## src/rtl/rom_reader.sv

```systemverilog
// Burst reader: streams `length` consecutive ROM words from startAddr (wrapping at SIZE) onto a valid/ready port.
// Latency: start sampled at edge N -> first beat valid after edge N+1; one beat per cycle while outReady is high.
// Backpressure: outValid && !outReady holds beat, address and count stable. Optional ROM_READER_LOOP_EN replays the burst.
module rom_reader #(
    parameter int SIZE       = 16,
    parameter int DATA_WIDTH = 4,
    localparam int ADDR_WIDTH = ($clog2(SIZE) > 1) ? $clog2(SIZE) : 1,
    localparam int LEN_WIDTH  = ADDR_WIDTH + 1
) (
    input  logic                  clk,
    input  logic                  rst,
    input  logic                  start,
    input  logic [ADDR_WIDTH-1:0] startAddr,
    input  logic [LEN_WIDTH-1:0]  length,
`ifdef ROM_READER_LOOP_EN
    input  logic                  loop,
`endif
    output logic [ADDR_WIDTH-1:0] romAddr,
    input  logic [DATA_WIDTH-1:0] romData,
    output logic                  outValid,
    input  logic                  outReady,
    output logic [DATA_WIDTH-1:0] outData,
    output logic                  outLast,
    output logic                  busy,
    output logic                  done
);

    typedef enum logic [1:0] {IDLE, STREAM, DONE} state_t;

    state_t                 state_q;
    state_t                 state_d;
    logic [LEN_WIDTH-1:0]   remaining;
    logic [LEN_WIDTH-1:0]   len_clamped;
    logic [ADDR_WIDTH-1:0]  next_addr;
    logic                   load;
    logic                   accept;

    assign len_clamped = (length > LEN_WIDTH'(SIZE)) ? LEN_WIDTH'(SIZE) : length;
    assign accept      = outValid && outReady;
    // A new word may enter the output register whenever it is empty or being drained this cycle.
    assign load        = (state_q == STREAM) && (remaining != '0) && (!outValid || outReady);
    assign next_addr   = (romAddr == ADDR_WIDTH'(SIZE - 1)) ? '0 : romAddr + ADDR_WIDTH'(1);

`ifdef ROM_READER_LOOP_EN
    logic [ADDR_WIDTH-1:0] saved_addr;
    logic [LEN_WIDTH-1:0]  saved_len;

    always_ff @(posedge clk or posedge rst) begin
        if (rst) begin
            saved_addr <= '0;
            saved_len  <= '0;
        end else if (state_q == IDLE && start) begin
            saved_addr <= startAddr;
            saved_len  <= len_clamped;
        end
    end
`endif

    always_ff @(posedge clk or posedge rst) begin
        if (rst) begin
            state_q <= IDLE;
        end else begin
            state_q <= state_d;
        end
    end

    always_comb begin
        state_d = state_q;
        busy    = (state_q != IDLE);
        done    = (state_q == DONE);
        case (state_q)
            IDLE: begin
                if (start) begin
                    state_d = (len_clamped != '0) ? STREAM : DONE;
                end
            end
            STREAM: begin
                if (accept && outLast) begin
                    state_d = DONE;
                end
            end
            DONE: begin
                state_d = IDLE;
`ifdef ROM_READER_LOOP_EN
                // An empty looped burst stays in DONE rather than parking in STREAM with nothing to send.
                if (loop) begin
                    state_d = (saved_len != '0) ? STREAM : DONE;
                end
`endif
            end
            default: state_d = IDLE;
        endcase
    end

    always_ff @(posedge clk or posedge rst) begin
        if (rst) begin
            romAddr   <= '0;
            remaining <= '0;
            outData   <= '0;
            outValid  <= 1'b0;
            outLast   <= 1'b0;
        end else begin
            if (state_q == IDLE && start) begin
                romAddr   <= startAddr;
                remaining <= len_clamped;
            end
`ifdef ROM_READER_LOOP_EN
            else if (state_q == DONE && loop) begin
                romAddr   <= saved_addr;
                remaining <= saved_len;
            end
`endif
            else if (load) begin
                outData   <= romData;
                outValid  <= 1'b1;
                outLast   <= (remaining == LEN_WIDTH'(1));
                romAddr   <= next_addr;
                remaining <= remaining - LEN_WIDTH'(1);
            end else if (accept) begin
                outValid  <= 1'b0;
                outLast   <= 1'b0;
            end
        end
    end

endmodule

```

## config.mk

```make
export PLATFORM = sky130hd
export DESIGN_NAME = rom_reader
export DESIGN_NICKNAME = d
export VERILOG_FILES = /design/src/rtl/rom_reader.sv
export SDC_FILE = /design/constraint.sdc
export NUM_CORES = 1
export LEC_CHECK = 0
export BUFFER_PORTS_ARGS = -buffer_cell sky130_fd_sc_hd__buf_2
export CORE_MARGIN = 8
export CORE_UTILIZATION = 53
export DETAILED_ROUTE_END_ITERATION = 12
export GPL_ROUTABILITY_DRIVEN = 0
export GPL_TIMING_DRIVEN = 1
export PLACE_DENSITY = 0.82
export SKIP_CTS_REPAIR_TIMING = 1
export SYNTH_ARGS = -nofsm -noshare
export SYNTH_HDL_FRONTEND = slang
export SYNTH_SLANG_ARGS = --single-unit
export TNS_END_PERCENT = 100
```

## constraint.sdc

```tcl
create_clock -name clk -period 6.2 [get_ports clk]
set_clock_uncertainty 0.15 [all_clocks]
set_input_delay 1.24 -clock clk [delete_from_list [all_inputs] [get_ports clk]]
set_output_delay 1.24 -clock clk [all_outputs]
set_load 0.05 [all_outputs]
```

==> results of run 1 <==
## flip-flops by register name, indices dropped and copies added, names as in the netlist
signal and flops:
outData 4, outLast 1, outValid 1, remaining 5
romAddr 4, state_q 2
## Yosys cell counts (all sizes together)
library cell  instances
nand2                20
dfrtp                17
nand3                 8
nor2                  8
inv                   6
a221o                 5
o21ai                 5
ha                    4
nor3                  3
a21oi                 2
a31oi                 2
buf                   2
nand4                 2
nor2b                 2
nor3b                 2
o211ai                2
a21o                  1
a22oi                 1
a311oi                1
a31o                  1
a32oi                 1
and2b                 1
and3                  1
clkbuf                1
nand2b                1
o21bai                1
or4                   1
or4b                  1
xor2                  1
## report_power, final
| group | internal (mW) | switching (mW) | total [mW] |
|---|---|---|---|
| logic | 0.115 | 0.236 | 0.351 |
| registers | 0.159 | 0.0530 | 0.212 |
| clock network | 0.0251 | 0.0361 | 0.0612 |
| total | 0.299 | 0.325 | 0.624 |
## final cells by class
| type | instances | share of cell area [%] |
|---|---|---|
| clock buffer | 4 | 2.32 |
| inverter | 6 | 1.99 |
| multi-input combinational | 77 | 42.3 |
| sequential | 17 | 37.6 |
| tap | 25 | 2.77 |
| timing repair buffer | 29 | 13.1 |
## placed cells by master, fill, tap and decap left out, drive strengths merged, types with 2 or more instances in the layout
cell type	synthesis	routed
buf	2	29
nand2	20	20
dfrtp	17	17
nor2	8	8
nand3	8	8
inv	6	6
a221o	5	5
o21ai	5	5
ha	4	4
clkbuf	1	4
nor3	3	3
nand4	2	2
nor2b	2	2
a21oi	2	2
nor3b	2	2
o211ai	2	2
a31oi	2	2
## per-stage QoR
step | worst slack, ns | total power [mW] | cell area, um^2 | instances
after floorplan | 3.69 | 0.485 | 942 | 103
after global placement | 3.57 | 0.554 | 1100 | 154
after detailed placement | 3.53 | 0.566 | 1100 | 154
after CTS | 3.66 | 0.627 | 1130 | 158
after global routing | 3.56 | 0.668 | 1130 | 158
final | 3.66 | 0.624 | 1130 | 158
## routing by layer
metal  vias up  global-route usage [%]  part of all wire, %
met3         4                    5.30                  7.1
met4         0                    6.29                  1.7
li1        430                       -                    -
met5         -                       0                    0
met2        27                    22.5                   47
met1       416                    16.0                   44
## worst paths after layout
kind                         startpoint           end  slack [ns]  depth (start not counted)
max reg2reg                remaining[0]    romAddr[3]        4.01                          6
min in group asynchronous           rst    outData[2]        0.86                          2
max in group asynchronous           rst  remaining[1]        4.62                          2
max                          state_q[1]          busy        3.66                          3
min                          outData[0]    outData[0]        0.33                          2
min reg2reg                  outData[0]    outData[0]        0.33                          2
## logic make-up (layout without fill, tap and decap cells)
logic type                 Yosys count  count (layout)  share of synthesized area, %
and+or+nand+nor                     50              50                          26.7
AOI/OAI and AO/OA                   22              22                          17.8
DFF                                 17              17                          45.2
buffers and inverters                9              39                          4.12
adders and majority gates            4               4                          5.31
xor gates and xnor gates             1               1                         0.930
## worst max-delay path, delay by kind of cell, from the launching register on
family | cells | cell delay [ns]
simple gates | 1 | 0.16
buf+inv | 2 | 0.25
flops | 1 | 0.45
==> results.md, run 1 <==
- CP Capture Type: output port
- Critical Path AT: 1.15 ns
- Final Max Tran Viols: 0
- Number of antenna violations at the first check in global routing: 0
- Vias in the first global route: 850
- Final antenna-violating net count: 0
- First-pass GRT wire length: roughly 3700 um
- CTS tree: yes
- Die Y: 58.2 um
- Final HPWL DP: 1760 um
- Drt via density: 5.55
- Clk sinks: 17
- Die W: 58.2 um
- Layout cells sized above 1: 27.1%
- Crit path launch type: register
- Min cycle time layout: 2.54 ns
- Setup_tns: 0 ns
- Wire per inst: 14.7 um
- Routed vias: ~880
- Util after Layout: 66.2%
- CP cell instances: nor2_1, inv_1, buf_2
- Cell count after synthesis: 103
- Critical Path RT: between 4 and 5 ns
- RSZ-0062 raised after global routing: no
- Synthesis-stage register bit count: 17
- GRT Residual Overflow: 0
- Fin nets: 155
- IO Port Bufs: 28
- GRT Total Usage: 13.9%
- CORE AREA: 1710 um^2
- Synth-to-Final Area Change: 20.1%
- Post-synth top area cell: dfrtp_1
- Ant diodes: 0
- Worst-margin pin slew: 0.648 ns
- Starting Density: 55.2%
- Number of I/O pins: 29
- Post-synth cell types: 32
- PwrDens: 552 nW/um^2
- Critical-path maximum fanout: 6
- Max Freq: 393 MHz
- Worst setup path class: reg -> out
- Hold Slack: 0.331 ns
- Maximum vdd drop: 421 uV
- Die area: 3380 um^2
- Status: complete, no violations
- Critical Path Slowest Stage Cell: dfrtp_1
- Warnings from Yosys: 0
- Cell Area, Synth: 942 um^2
- CTS clk-pin slew, worst paths: 0.10 ns
- Pleak: 0.553 nW
- Total wire length: around 2300 um
- Max_cap viols: 0
- Initial DRT Pass Iterations: 4
- # H-tree levels: 1
- Fillers: 148
- Avg Inst Size Synth: 9.15 um^2
- Area of the multi-input gates: 478 um^2
- Initial DRC Count: 30
- Largest net degree at the start of global routing: 18
- Post-route DRC: 0
- Top cells by area, synth: dfrtp_1 (45%), nand2_1 (8.0%), a221o_1 (5.3%), ha_1 (5.3%), nand3_1 (3.7%)
- Max incr delay on CP: 0.45 ns
- Final-report setup violation count: 0
- Syn_nets: 124
- TritonCTS buffer count: 3
- Area share of the largest cell type after synthesis: 45.2%
- Final Hold Viols: 0
- Root buffer cell: clkbuf_4
- HP Class: reg -> reg
- Skew-Pair Late Insertion Delay: 0.29 ns
- Register area share after synthesis: 45.2%
- Clk buf depth: 2
- Std cell rows: 15
- Max_slew headroom: 56.8%
- Period utilization: 41.0%
- FF+latch area: 425 um^2
Note: power is estimated with default switching activity, not from simulation.
==> inputs of run 2 (changes only) <==
--- a/config.mk
+++ b/config.mk
@@ -5,13 +5,14 @@
 export SDC_FILE = /design/constraint.sdc
 export NUM_CORES = 1
 export LEC_CHECK = 0
+export ABC_AREA = 1
 export BUFFER_PORTS_ARGS = -buffer_cell sky130_fd_sc_hd__buf_2
 export CORE_MARGIN = 8
-export CORE_UTILIZATION = 53
+export CORE_UTILIZATION = 46
 export DETAILED_ROUTE_END_ITERATION = 12
 export GPL_ROUTABILITY_DRIVEN = 0
 export GPL_TIMING_DRIVEN = 1
-export PLACE_DENSITY = 0.82
+export PLACE_DENSITY = 0.74
 export SKIP_CTS_REPAIR_TIMING = 1
 export SYNTH_ARGS = -nofsm -noshare
 export SYNTH_HDL_FRONTEND = slang
==> constraint.sdc (replaced) <==
create_clock -name clk -period 2.1 [get_ports clk]
set_clock_uncertainty 0.15 [all_clocks]
set_input_delay 0.42 -clock clk [delete_from_list [all_inputs] [get_ports clk]]
set_output_delay 0.42 -clock clk [all_outputs]
set_load 0.05 [all_outputs]
==> results.md, run 2 <==
- Status: complete, no violations
- Clk pwr share: 7.9%
- Most frequently used flop master after synthesis: dfrtp_1
- Ant diodes: 0
- Worst setup path class: reg -> out
- P_sw: 1.21 mW
- HP Class: in -> async
- PwrDens: 1760 nW/um^2
- Top cells by area, synth: dfrtp_1 (41%), nand2_1 (20%), nand3_1 (8.1%), inv_1 (5.0%), ha_1 (4.8%)
- Final HPWL DP: 1820 um
- Count leader, synth: nand2_1
- # H-tree levels: 1
- Clk buf depth: 2
- Die W: between 60 and 70 um
- Cell Area, Synth: 1050 um^2
- Logic gate share of total power: 62.1%
- Clk sinks: 17
- Starting Density: 47.9%
- CORE AREA: around 2200 um^2
- CTS clk-pin slew, worst paths: 0.10 ns
- Number of I/O pins: 29
- Synthesis-stage register bit count: 17
- Total wire length: 2270 um
- First-pass GRT wire length: 4180 um
- Layout cells sized above 1: about a quarter
- R2r endpoint: remaining[3]
- RSZ-0062 raised after global routing: no
- Initial DRC Count: 46
- Vias in the first global route: 965
- Maximum vdd drop: 692 uV
- Critical Path RT: 1.53 ns
- GRT Total Usage: 12.1%
- Routed vias: 972
- Critical Path AT: 1.12 ns
- Synth-to-Final Area Change: 17.0%
- Setup_tns: 0 ns
- Max_slew headroom: a little under 60%
- Synth async-reset ratio: between 90% and 100%
- Period utilization: 80.6%
- CP cell instances: inv_2, nor2_1, buf_2
- Internal reg-to-reg setup slack: 0.53 ns
- Cell count after synthesis: 146
- Non-filler instance count after layout: 204
- Final antenna-violating net count: 0
- Fillers: 214
- Regs by FF count: remaining (5), outData (4), romAddr (4)
- Dpl cells: 200
- Pleak: just over 0.7 nW
- TritonCTS buffer count: 3
- Avg Inst Size Synth: 7.19 um^2
- Most common cell after layout, fill and taps aside: nand2_1
- Int Power: 949 uW
- Warnings from Yosys: 0
- Max Freq: 591 MHz
- Origin of the critical flop-to-flop path: remaining[0]
- CP Capture Type: output port
- Initial DRT Pass Iterations: 4
- Final Max Tran Viols: 0
- Post-synth cell types: 18
- Post-synth EDFFs: 0
- Area of the multi-input gates: approximately 540 um^2
- Most flop-heavy register: remaining
- Drt via density: 4.76
- FF+latch area: 425 um^2
- Worst-margin pin slew: between 0.6 and 0.7 ns
- Final Hold Viols: 0
- Post-synth top area cell: dfrtp_1
- Critical Path Slowest Stage Cell: dfrtp_1
- Die Y: 63.8 um
- Max incr delay on CP: approximately 0.41 ns
- Skew-Pair Late Insertion Delay: between 0.2 and 0.3 ns
- GRT Residual Overflow: 0
- Commonest cells in the synthesized netlist: nand2_1 (57), dfrtp_1 (17), nand3_1 (17)
- Register area share after synthesis: 40.5%
- Wire per inst: 11.1 um
- Worst Setup SP: state_q[1]
- IO Port Bufs: 28
- Final-report setup violation count: 0
- Syn_nets: 167
- Util after Layout: 56.1%
- Critical-path maximum fanout: 4
- Max FFs per register: 5
- Root buffer cell: clkbuf_4
- R2R depth: 8
- Max_cap viols: 0
- Crit path to: done
- Post-route DRC: 0
- Min cycle time layout: 1.69 ns
- Largest net degree at the start of global routing: 18
- Area share of the largest cell type after synthesis: 40.5%
- Sw Share: 56.1%
- CTS tree: yes
- Fin nets: 198
- Sequential power share: 30.0%
- Die area: roughly 4000 um^2
- Number of antenna violations at the first check in global routing: 0
- Crit path launch type: register
- Std cell rows: 17
- Commonest non-fill, non-tap cells in the layout: nand2_1 (57), buf_2 (28), nand3_1 (17), dfrtp_1 (17), inv_1 (14)
[run 2: cell types whose count changed after synthesis, sizes merged, moves of 3 or more]
| cell | before | now |
|---|---|---|
| nand2 | 20 | 60 |
| inv | 6 | 17 |
| nand3 | 8 | 18 |
| nor2 | 8 | 18 |
| a221o | 5 | 0 |
| nor3 | 3 | 0 |
[run 2: power by group through the flow]
stage,Combinational (mW),Sequential (mW),Clock [mW]
4_1_cts,1.36,0.650,0.180
6_report,1.34,0.648,0.171
2_1_floorplan,0.800,0.945,0
3_3_place_gp,1.33,0.646,0
3_5_place_dp,1.36,0.656,0
5_1_grt,1.52,0.669,0.195
[run 2: stage by stage]
step / instance area, um^2 / power, mW / hold WS (ns) / setup slack (ns)
6_report: 1230 / 2.16 / 0.0477 / 0.407
3_5_place_dp: 1200 / 2.01 / 0.315 / 0.543
5_1_grt: 1230 / 2.38 / 0.100 / 0.306
3_3_place_gp: 1200 / 1.97 / 0.310 / 0.605
4_1_cts: 1230 / 2.19 / 0.0677 / 0.390
2_1_floorplan: 1050 / 1.75 / 0.196 / 0.418
[run 2: how the worst min path moves through the flow]
stage	cells after the start	slack (ns)	start	end
after CTS	2	0.07	rst	remaining[4]
after floorplan	1	0.20	rst	outData[0]
after detailed placement	2	0.31	outData[2]	outData[2]
final	2	0.05	rst	remaining[4]
after global placement	2	0.31	outData[3]	outData[3]
after global routing	2	0.10	rst	remaining[4]
[run 2: cell type report]
type / instances / area share [%]
clock buffers: 4 / 2.14
inverters: 17 / 5.40
multi-input cells: 110 / 43.6
flip-flops and latches: 17 / 34.6
well taps: 28 / 2.85
repair buffers: 28 / 11.4
[run 2: metal layers]
metal,vias up,routed length [um],track usage [%]
li1,516,-,-
met1,439,1070,14.5
met2,13,1090,20.4
met3,4,78,2.96
met4,0,27,5.01
met5,-,0,0
[run 2: critical path, delay by kind of cell, from the launching register on]
kind	cells	cell delay [ns]
DFF	1	0.41
buffers and inverters	2	0.34
and+or+nand+nor	1	0.08
[run 2: cell families (layout without fill, tap and decap cells)]
group	after synthesis	count (layout)	share of synthesized area, %
buffers and inverters	19	49	8.46
adders and majority gates	4	4	4.77
xor gates and xnor gates	1	1	0.834
and+or+nand+nor	97	97	41.6
DFF	17	17	40.5
AOI/OAI and AO/OA	8	8	3.81
